**src/rtl/cordic_range_reduce.sv**
```systemverilog
// Range-reduction front end for the iterative CORDIC sine/cosine core.
// Optional macro CORDIC_RR_LAT_CNT_EN adds the lat_cnt accept-to-result cycle counter.
module cordic_range_reduce #(
  parameter int W            = 32,
  parameter int HALF_TURN    = 1_800_000_000,
  parameter int QUARTER_TURN = 900_000_000
) (
  input  logic         clk,
  input  logic         rst,
  input  logic         in_valid,
  output logic         in_ready,
  input  logic [W-1:0] in_angle,
  output logic         cordic_s,
  output logic [W-1:0] cordic_angle,
  input  logic         cordic_done,
  input  logic [W-1:0] cordic_sine,
  input  logic [W-1:0] cordic_cosine,
  output logic         out_valid,
  input  logic         out_ready,
  output logic [W-1:0] out_sine,
`ifdef CORDIC_RR_LAT_CNT_EN
  output logic [15:0]  lat_cnt,
`endif
  output logic [W-1:0] out_cosine
);

  typedef enum logic [2:0] {
    IDLE   = 3'd0,
    REDUCE = 3'd1,
    FOLD   = 3'd2,
    RUN    = 3'd3,
    DRAIN  = 3'd4,
    OUT    = 3'd5
  } state_t;

  // Wrap constants are one bit wider so the full 32-bit input range cannot overflow.
  localparam logic signed [W:0]   HALF_X    = (W+1)'(HALF_TURN);
  localparam logic signed [W:0]   FULL_X    = HALF_X + HALF_X;
  localparam logic signed [W:0]   NEG_HALF_X = -HALF_X;
  localparam logic signed [W-1:0] HALF_N    = W'(HALF_TURN);
  localparam logic signed [W-1:0] QUARTER_N = W'(QUARTER_TURN);

  state_t               state_r;
  logic signed [W:0]    angle_r;
  logic                 neg_cos_r;
  logic signed [W:0]    reduced_s;
  logic signed [W-1:0]  angle_w_s;
  logic signed [W-1:0]  folded_s;
  logic                 fold_neg_s;

  assign angle_w_s = angle_r[W-1:0];

  // Wrap the latched angle into (-HALF_TURN, HALF_TURN].
  always_comb begin
    reduced_s = angle_r;
    if (angle_r > HALF_X) begin
      reduced_s = angle_r - FULL_X;
    end else if (angle_r <= NEG_HALF_X) begin
      reduced_s = angle_r + FULL_X;
    end else begin
      reduced_s = angle_r;
    end
  end

  // Mirror outer-half angles about +/-90 degrees; sine is preserved, cosine flips sign.
  always_comb begin
    folded_s   = angle_w_s;
    fold_neg_s = 1'b0;
    if (angle_w_s > QUARTER_N) begin
      folded_s   = HALF_N - angle_w_s;
      fold_neg_s = 1'b1;
    end else if (angle_w_s < -QUARTER_N) begin
      folded_s   = -HALF_N - angle_w_s;
      fold_neg_s = 1'b1;
    end else begin
      folded_s   = angle_w_s;
      fold_neg_s = 1'b0;
    end
  end

  // Transaction sequencer with registered handshake and data outputs.
  always_ff @(posedge clk or posedge rst) begin
    if (rst) begin
      state_r      <= IDLE;
      angle_r      <= '0;
      neg_cos_r    <= 1'b0;
      in_ready     <= 1'b1;
      cordic_s     <= 1'b0;
      cordic_angle <= '0;
      out_valid    <= 1'b0;
      out_sine     <= '0;
      out_cosine   <= '0;
    end else begin
      case (state_r)
        IDLE: begin
          if (in_valid) begin
            angle_r  <= {in_angle[W-1], in_angle};
            in_ready <= 1'b0;
            state_r  <= REDUCE;
          end
        end
        REDUCE: begin
          angle_r <= reduced_s;
          state_r <= FOLD;
        end
        FOLD: begin
          cordic_angle <= folded_s;
          neg_cos_r    <= fold_neg_s;
          cordic_s     <= 1'b1;
          state_r      <= RUN;
        end
        RUN: begin
          if (cordic_done) begin
            out_sine   <= cordic_sine;
            out_cosine <= neg_cos_r ? -cordic_cosine : cordic_cosine;
            cordic_s   <= 1'b0;
            state_r    <= DRAIN;
          end
        end
        DRAIN: begin
          if (!cordic_done) begin
            out_valid <= 1'b1;
            state_r   <= OUT;
          end
        end
        OUT: begin
          if (out_ready) begin
            out_valid <= 1'b0;
            in_ready  <= 1'b1;
            state_r   <= IDLE;
          end
        end
        default: begin
          state_r   <= IDLE;
          in_ready  <= 1'b1;
          cordic_s  <= 1'b0;
          out_valid <= 1'b0;
        end
      endcase
    end
  end

`ifdef CORDIC_RR_LAT_CNT_EN
  // Saturating count of cycles from accept until the result is presented.
  always_ff @(posedge clk or posedge rst) begin
    if (rst) begin
      lat_cnt <= 16'h0000;
    end else if (state_r == IDLE && in_valid) begin
      lat_cnt <= 16'h0000;
    end else if ((state_r == REDUCE || state_r == FOLD || state_r == RUN || state_r == DRAIN)
                 && lat_cnt != 16'hFFFF) begin
      lat_cnt <= lat_cnt + 16'h0001;
    end
  end
`endif

endmodule

```
**config.mk**
```make
export PLATFORM = sky130hd
export DESIGN_NAME = cordic_range_reduce
export DESIGN_NICKNAME = d
export VERILOG_FILES = /design/src/rtl/cordic_range_reduce.sv
export SDC_FILE = /design/constraint.sdc
export NUM_CORES = 1
export LEC_CHECK = 0
export CORE_UTILIZATION = 45
export DETAILED_ROUTE_END_ITERATION = 16
export PLACE_DENSITY_LB_ADDON = 0.05
export SLEW_MARGIN = 20
export SYNTH_ARGS = -nofsm -noshare
export SYNTH_HDL_FRONTEND = slang
export SYNTH_SLANG_ARGS = --single-unit
```
**constraint.sdc**
```tcl
create_clock -name clk -period 9.5 [get_ports clk]
set_input_delay 1.9 -clock clk [delete_from_list [all_inputs] [get_ports clk]]
set_output_delay 1.9 -clock clk [all_outputs]
set_load 0.1 [all_outputs]
```
== After elaboration in Yosys (flattened, before gate mapping) ==
Cells that the tools add are included.

* Register bits: 136
* Output and inout port bits: 99
* Word-level logic and storage cells: 64

* Add/subtract/negate cells: 5
* Magnitude comparators: 4
* Equal/unequal tests: 10
* Muxes and demuxes: 22
* Bitwise logic cells: 3
* Reduce and logical (&&, ||, !) cells: 11

{| class="wikitable"
|+ Operator list
! kind !! number
|-
| $mux 33 || 3
|-
| $mux 32 || 3
|-
| $pmux 33 s2 || 1
|-
| $sub 32x32->32 const A || 2
|-
| $add 33x33->33 const B || 1
|-
| $gt 33x32->1 const B || 1
|-
| $le 33x32->1 const B || 1
|-
| $sub 33x33->33 const B || 1
|-
| $gt 32x31->1 const B || 1
|-
| $lt 32x31->1 const B || 1
|-
| $neg 32->32 || 1
|-
| $pmux 3 s6 || 1
|-
| $mux 3 || 4
|-
| $reduce_or 4->1 || 3
|-
| $pmux 1 s3 || 3
|-
| $reduce_and 3->1 || 3
|-
| $ne 2x2->1 const B || 4
|-
| $mux 1 || 7
|-
| $eq 3x2->1 const B || 2
|-
| $eq 3x3->1 const B || 2
|-
| $reduce_and 2->1 || 2
|-
| $reduce_and 4->1 || 1
|-
| $eq 3x1->1 const B || 1
|-
| $logic_not 3->1 || 1
|-
| 3 further kinds || 5
|}

== Logic depth before layout (Yosys ltp) ==
* Depth in word-level cells: 4
* Gate-level depth with buffers: 24
* Mapped depth without buffers: 20

== Worst setup path before layout ==
No wires, ideal clock.

* Path type: reg2reg
* Start: reg angle_r[0]
* End: reg angle_r[25]
* Arrival: 4.611 ns
* Required time: 9.362 ns
* Path slack: 4.751 ns
* Cell stages (with the launch flop): 21
* Buffers on the path: 4
* Cell sequence: dfrtp_1 > inv_1 > ha_1 > nor4b_1 > nand4_1 > o41a_1 > o21a_2 > inv_2 > buf_6 > buf_4 > buf_4 > clkbuf_1 > ha_1 > o31ai_1 > and3_1 > o211ai_1 > a31oi_4 > o21ai_2 > a311oi_2 > mux2i_1 > o211ai_1

* Cells in the longest elaborated chain, start to end: 4

{| class="wikitable"
|+ Ends and longest elaborated chain
! item !! line !! RTL
|-
| start, declared || 44 || <nowiki>logic signed [W:0] angle_r;</nowiki>
|-
| start signal, assigned || 97 || <nowiki>angle_r <= {in_angle[W-1], in_angle};</nowiki>
|-
| start signal, assigned || 103 || <nowiki>angle_r <= reduced_s;</nowiki>
|-
| $add 33x33->33 || 59 || <nowiki>reduced_s = angle_r + FULL_X;</nowiki>
|-
| $mux 33 || 58 || <nowiki>end else if (angle_r <= NEG_HALF_X) begin</nowiki>
|-
| $mux 33 || 56 || <nowiki>if (angle_r > HALF_X) begin</nowiki>
|-
| $pmux 33 s2 || 94 || <nowiki>case (state_r)</nowiki>
|}

Several ways; a longest one is shown, not always the timed one. The select of a mux whose other input is x is not followed.
A chain may end at the register's enable or synchronous reset.

== Final worst setup path ==
* Start: reg angle_r[24]
* End: reg angle_r[29]

The elaborated chain is that of the path after synthesis.

==> reports/qor.csv <==
stage,metric,value,unit
logic_synthesis,main flop type after synthesis,dfrtp_1,
sta,setup violators final,0,
floorplan,core area,0.01883,mm²
global_route,largest net degree at the start of global routing,98,
clock_network,CTS tree,yes,
routing,via/cell ratio,5.577,
logic_synthesis,syn nets,1134,
logic_synthesis,"Distinct cells, synth",79,
logic_synthesis,YS warnings,0,
setup_path,CP Max Fanout,49,
clock_network,CTS Buf Count,17,
logic_synthesis,Area contributors post-synth,"dfrtp_1, nand2_1, o21ai_0, mux2_2, xor2_1",
sta,setup repair after global routing missed its margin,false,
sta,Slew HR,29.87,%
setup_path,Critical Path RT,9850,ps
clock_network,clock tree sinks,136,
clock_network,H-tree level count,4,
setup_path,RR Startpoint,angle_r[24],
sta,f_max,0.1834,GHz
clock_network,clk_lat worst skew,430,ps
clock_network,clock slew at reported path FFs,70,ps
floorplan,die area,0.01990,mm²
setup_path,crit path capture type,flip-flop,
sta,Tightest Pin Transition,1049,ps
logic_synthesis,"count leader, synth",nand2_1,
clock_network,CTS resizes,0,
clock_network,Clock Root Buffer,clkbuf_16,
routing,# DRC,0,
setup_path,critical path arrival,5800,ps
floorplan,die span in x,141.1,µm
min_path,Hold Crit Start,cordic_angle[3],
logic_synthesis,top post-synthesis cells by count,"nand2_1, dfrtp_1, o21ai_0",
logic_synthesis,Post-Syn Instances,1018,
floorplan,die height,141.1,µm
final_layout,Area Growth Syn to Fin,31.32,%
setup_path,CP Class,flip-flop to flip-flop,
logic_synthesis,asr flop ratio synth,100.0,%
logic_synthesis,Yosys top cell by area,dfrtp_1,
placement,DP Area,0.01078,mm²
logic_synthesis,#FFs+latches synth,136,
setup_path,CP Buf/Inv Count,1,
global_route,Total Routing Usage GR,24.22,%
routing,DR WL/cell,16.49,µm
global_route,total grt overflow,0,
placement,DPL Wire Length,16540,µm
floorplan,FP Rows,50,
global_route,initial antenna violation count,0,
sta,Setup Skew,16.25,ps
setup_path,startpoint type of the worst setup path,flip-flop,
sta,Hold WS,475.4,ps
global_route,vias in the first global route,7237,
routing,Pre-antenna DRT Iters,7,
sta,Final Cycle Share,57.40,%
logic_synthesis,synthesized area per cell,8.548,µm²
logic_synthesis,Yosys top cell area share,38.82,%
clock_network,Clock Tree Buf Depth,2,
sta,final hold vios,0,
routing,ANT nets after route,0,
sta,fin. max-slew vios,0,
clock_network,# hold bufs at CTS,0,
routing,DR vias,8014,
setup_path,slowest CP cell,dfrtp_1,
routing,Total Wirelength,23700,µm
setup_path,Crit path largest cell delay,770,ps
floorplan,I/O Pins,200,
placement,gpl congestion,0.9023,
outcome,status,"finished, final reports clean",
final_layout,Antenna diodes,0,
final_layout,fin nets,1280,
run,Max Cap Viol,0,
logic_synthesis,cell area after synthesis,0.008702,mm²
setup_path,crit-path cells,nand2_1 > or4_4 > a2111oi_2 > o21a_2 > inv_2 > ha_1 > o21ai_0 > and3_1 > nor3_1 > o311ai_1 > a31oi_1 > mux2i_1 > a31o_1 > a21oi_1,
logic_synthesis,"EDFF count, synth",0,
setup_path,Worst Setup SP,angle_r[24],
routing,DRT iter0 DRCs,408,
min_path,Min-Delay Path Class,flip-flop to flip-flop,
logic_synthesis,post-synthesis sequential area ratio,39.12,%
final_layout,"Design Area, Final",0.01143,mm²
clock_network,# Post-CTS Setup Buffers,0,
floorplan,initial core utilization,46.21,%
setup_path,R2R Setup Slk,4050,ps
final_layout,layout cell share with drive strength beyond 1,8.666,%
sta,Fin Setup TNS,0,ps
placement,Port Buffers,199,
setup_path,"delay-heaviest family, CP",compound AO/OA/AOI/OAI gates,
sta,crit path time final,5453,ps
global_route,first-pass GRT wire length,38300,µm
## path summary, 6_finish.rpt
| check | to | cells past startpoint |
|---|---|---|
| setup / recovery | angle_r[29] | 14 |
| hold / removal | cordic_angle[3] | 2 |
| setup reg to reg | angle_r[29] | 14 |
| hold reg to reg | cordic_angle[3] | 2 |
| max in group asynchronous | cordic_angle[31] | 4 |
| min in group asynchronous | out_cosine[12] | 2 |
## routing by layer
metal	GRT usage (%)	share of wire [%]	vias to the layer above	wire [µm]
li1	-	-	3957	-
met1	34.91	48	3768	11460
met2	37.08	45	261	10680
met3	3.940	4.9	28	1166
met4	7.551	1.6	0	383
met5	0	0	-	0
## area by class of cell
type                    count  area (µm²)
clock buffers              17       425.4
clock inverters            15       192.7
fillers                  1657        7403
inverters                  25       98.84
multi-input cells         776        4901
flip-flops and latches    136        3405
well taps                 260       325.3
repair buffers            208        2079
## stage by stage
step                worst slack [ps]  std cells  util, %
floorplan                       3962       1018        -
global placement                4279       1404    57.26
detailed placement              4129       1404    57.26
CTS                             4101       1436    60.54
global route                    3591       1437    60.68
finish                          4047       1437    60.68
## kinds of logic (layout without fill, tap and decap cells)
logic type | count (synthesis) | in the layout | share of synthesized area [%]
AND/OR/NAND/NOR | 321 | 321 | 17.08
buffers and inverters | 106 | 265 | 4.817
adder cells (fa/ha/maj) | 19 | 19 | 2.617
flip-flops | 136 | 136 | 39.12
AO/OA/AOI/OAI | 316 | 316 | 23.01
XOR/XNOR | 70 | 70 | 7.045
multiplexers | 50 | 50 | 6.312
## sequential cells by signal, summed over array words and instances (netlist names)
| register | count |
|---|---|
| state_r | 3 |
| angle_r | 33 |
| out_valid | 1 |
| out_sine | 32 |
| neg_cos_r | 1 |
| in_ready | 1 |
| cordic_angle | 32 |
| cordic_s | 1 |
| out_cosine | 32 |
## tightest hold or removal path, stage by stage, from the launching register on
cell	delay [ps]
dfrtp_1	340
nand2_1	40
o21ai_0	60
## cell usage in the layout (no fill, tap or decap), types with 10 or more instances in the layout
cell	instances
xnor2_1	33
ha_1	15
mux2i_1	11
nor3_1	15
clkdlybuf4s50_1	199
nand2_1	152
nor2_1	62
mux2_2	39
nand3_1	15
o21ai_1	27
a21oi_1	56
o31ai_1	22
or4_1	10
inv_1	22
o22ai_1	15
xor2_1	37
o21ai_0	101
dfrtp_1	135
clkbuf_16	17
a31oi_1	12
Power is left out: the tool's default activity adds up to more than one toggle a clock period on the data nets, which glitch-free logic cannot reach.
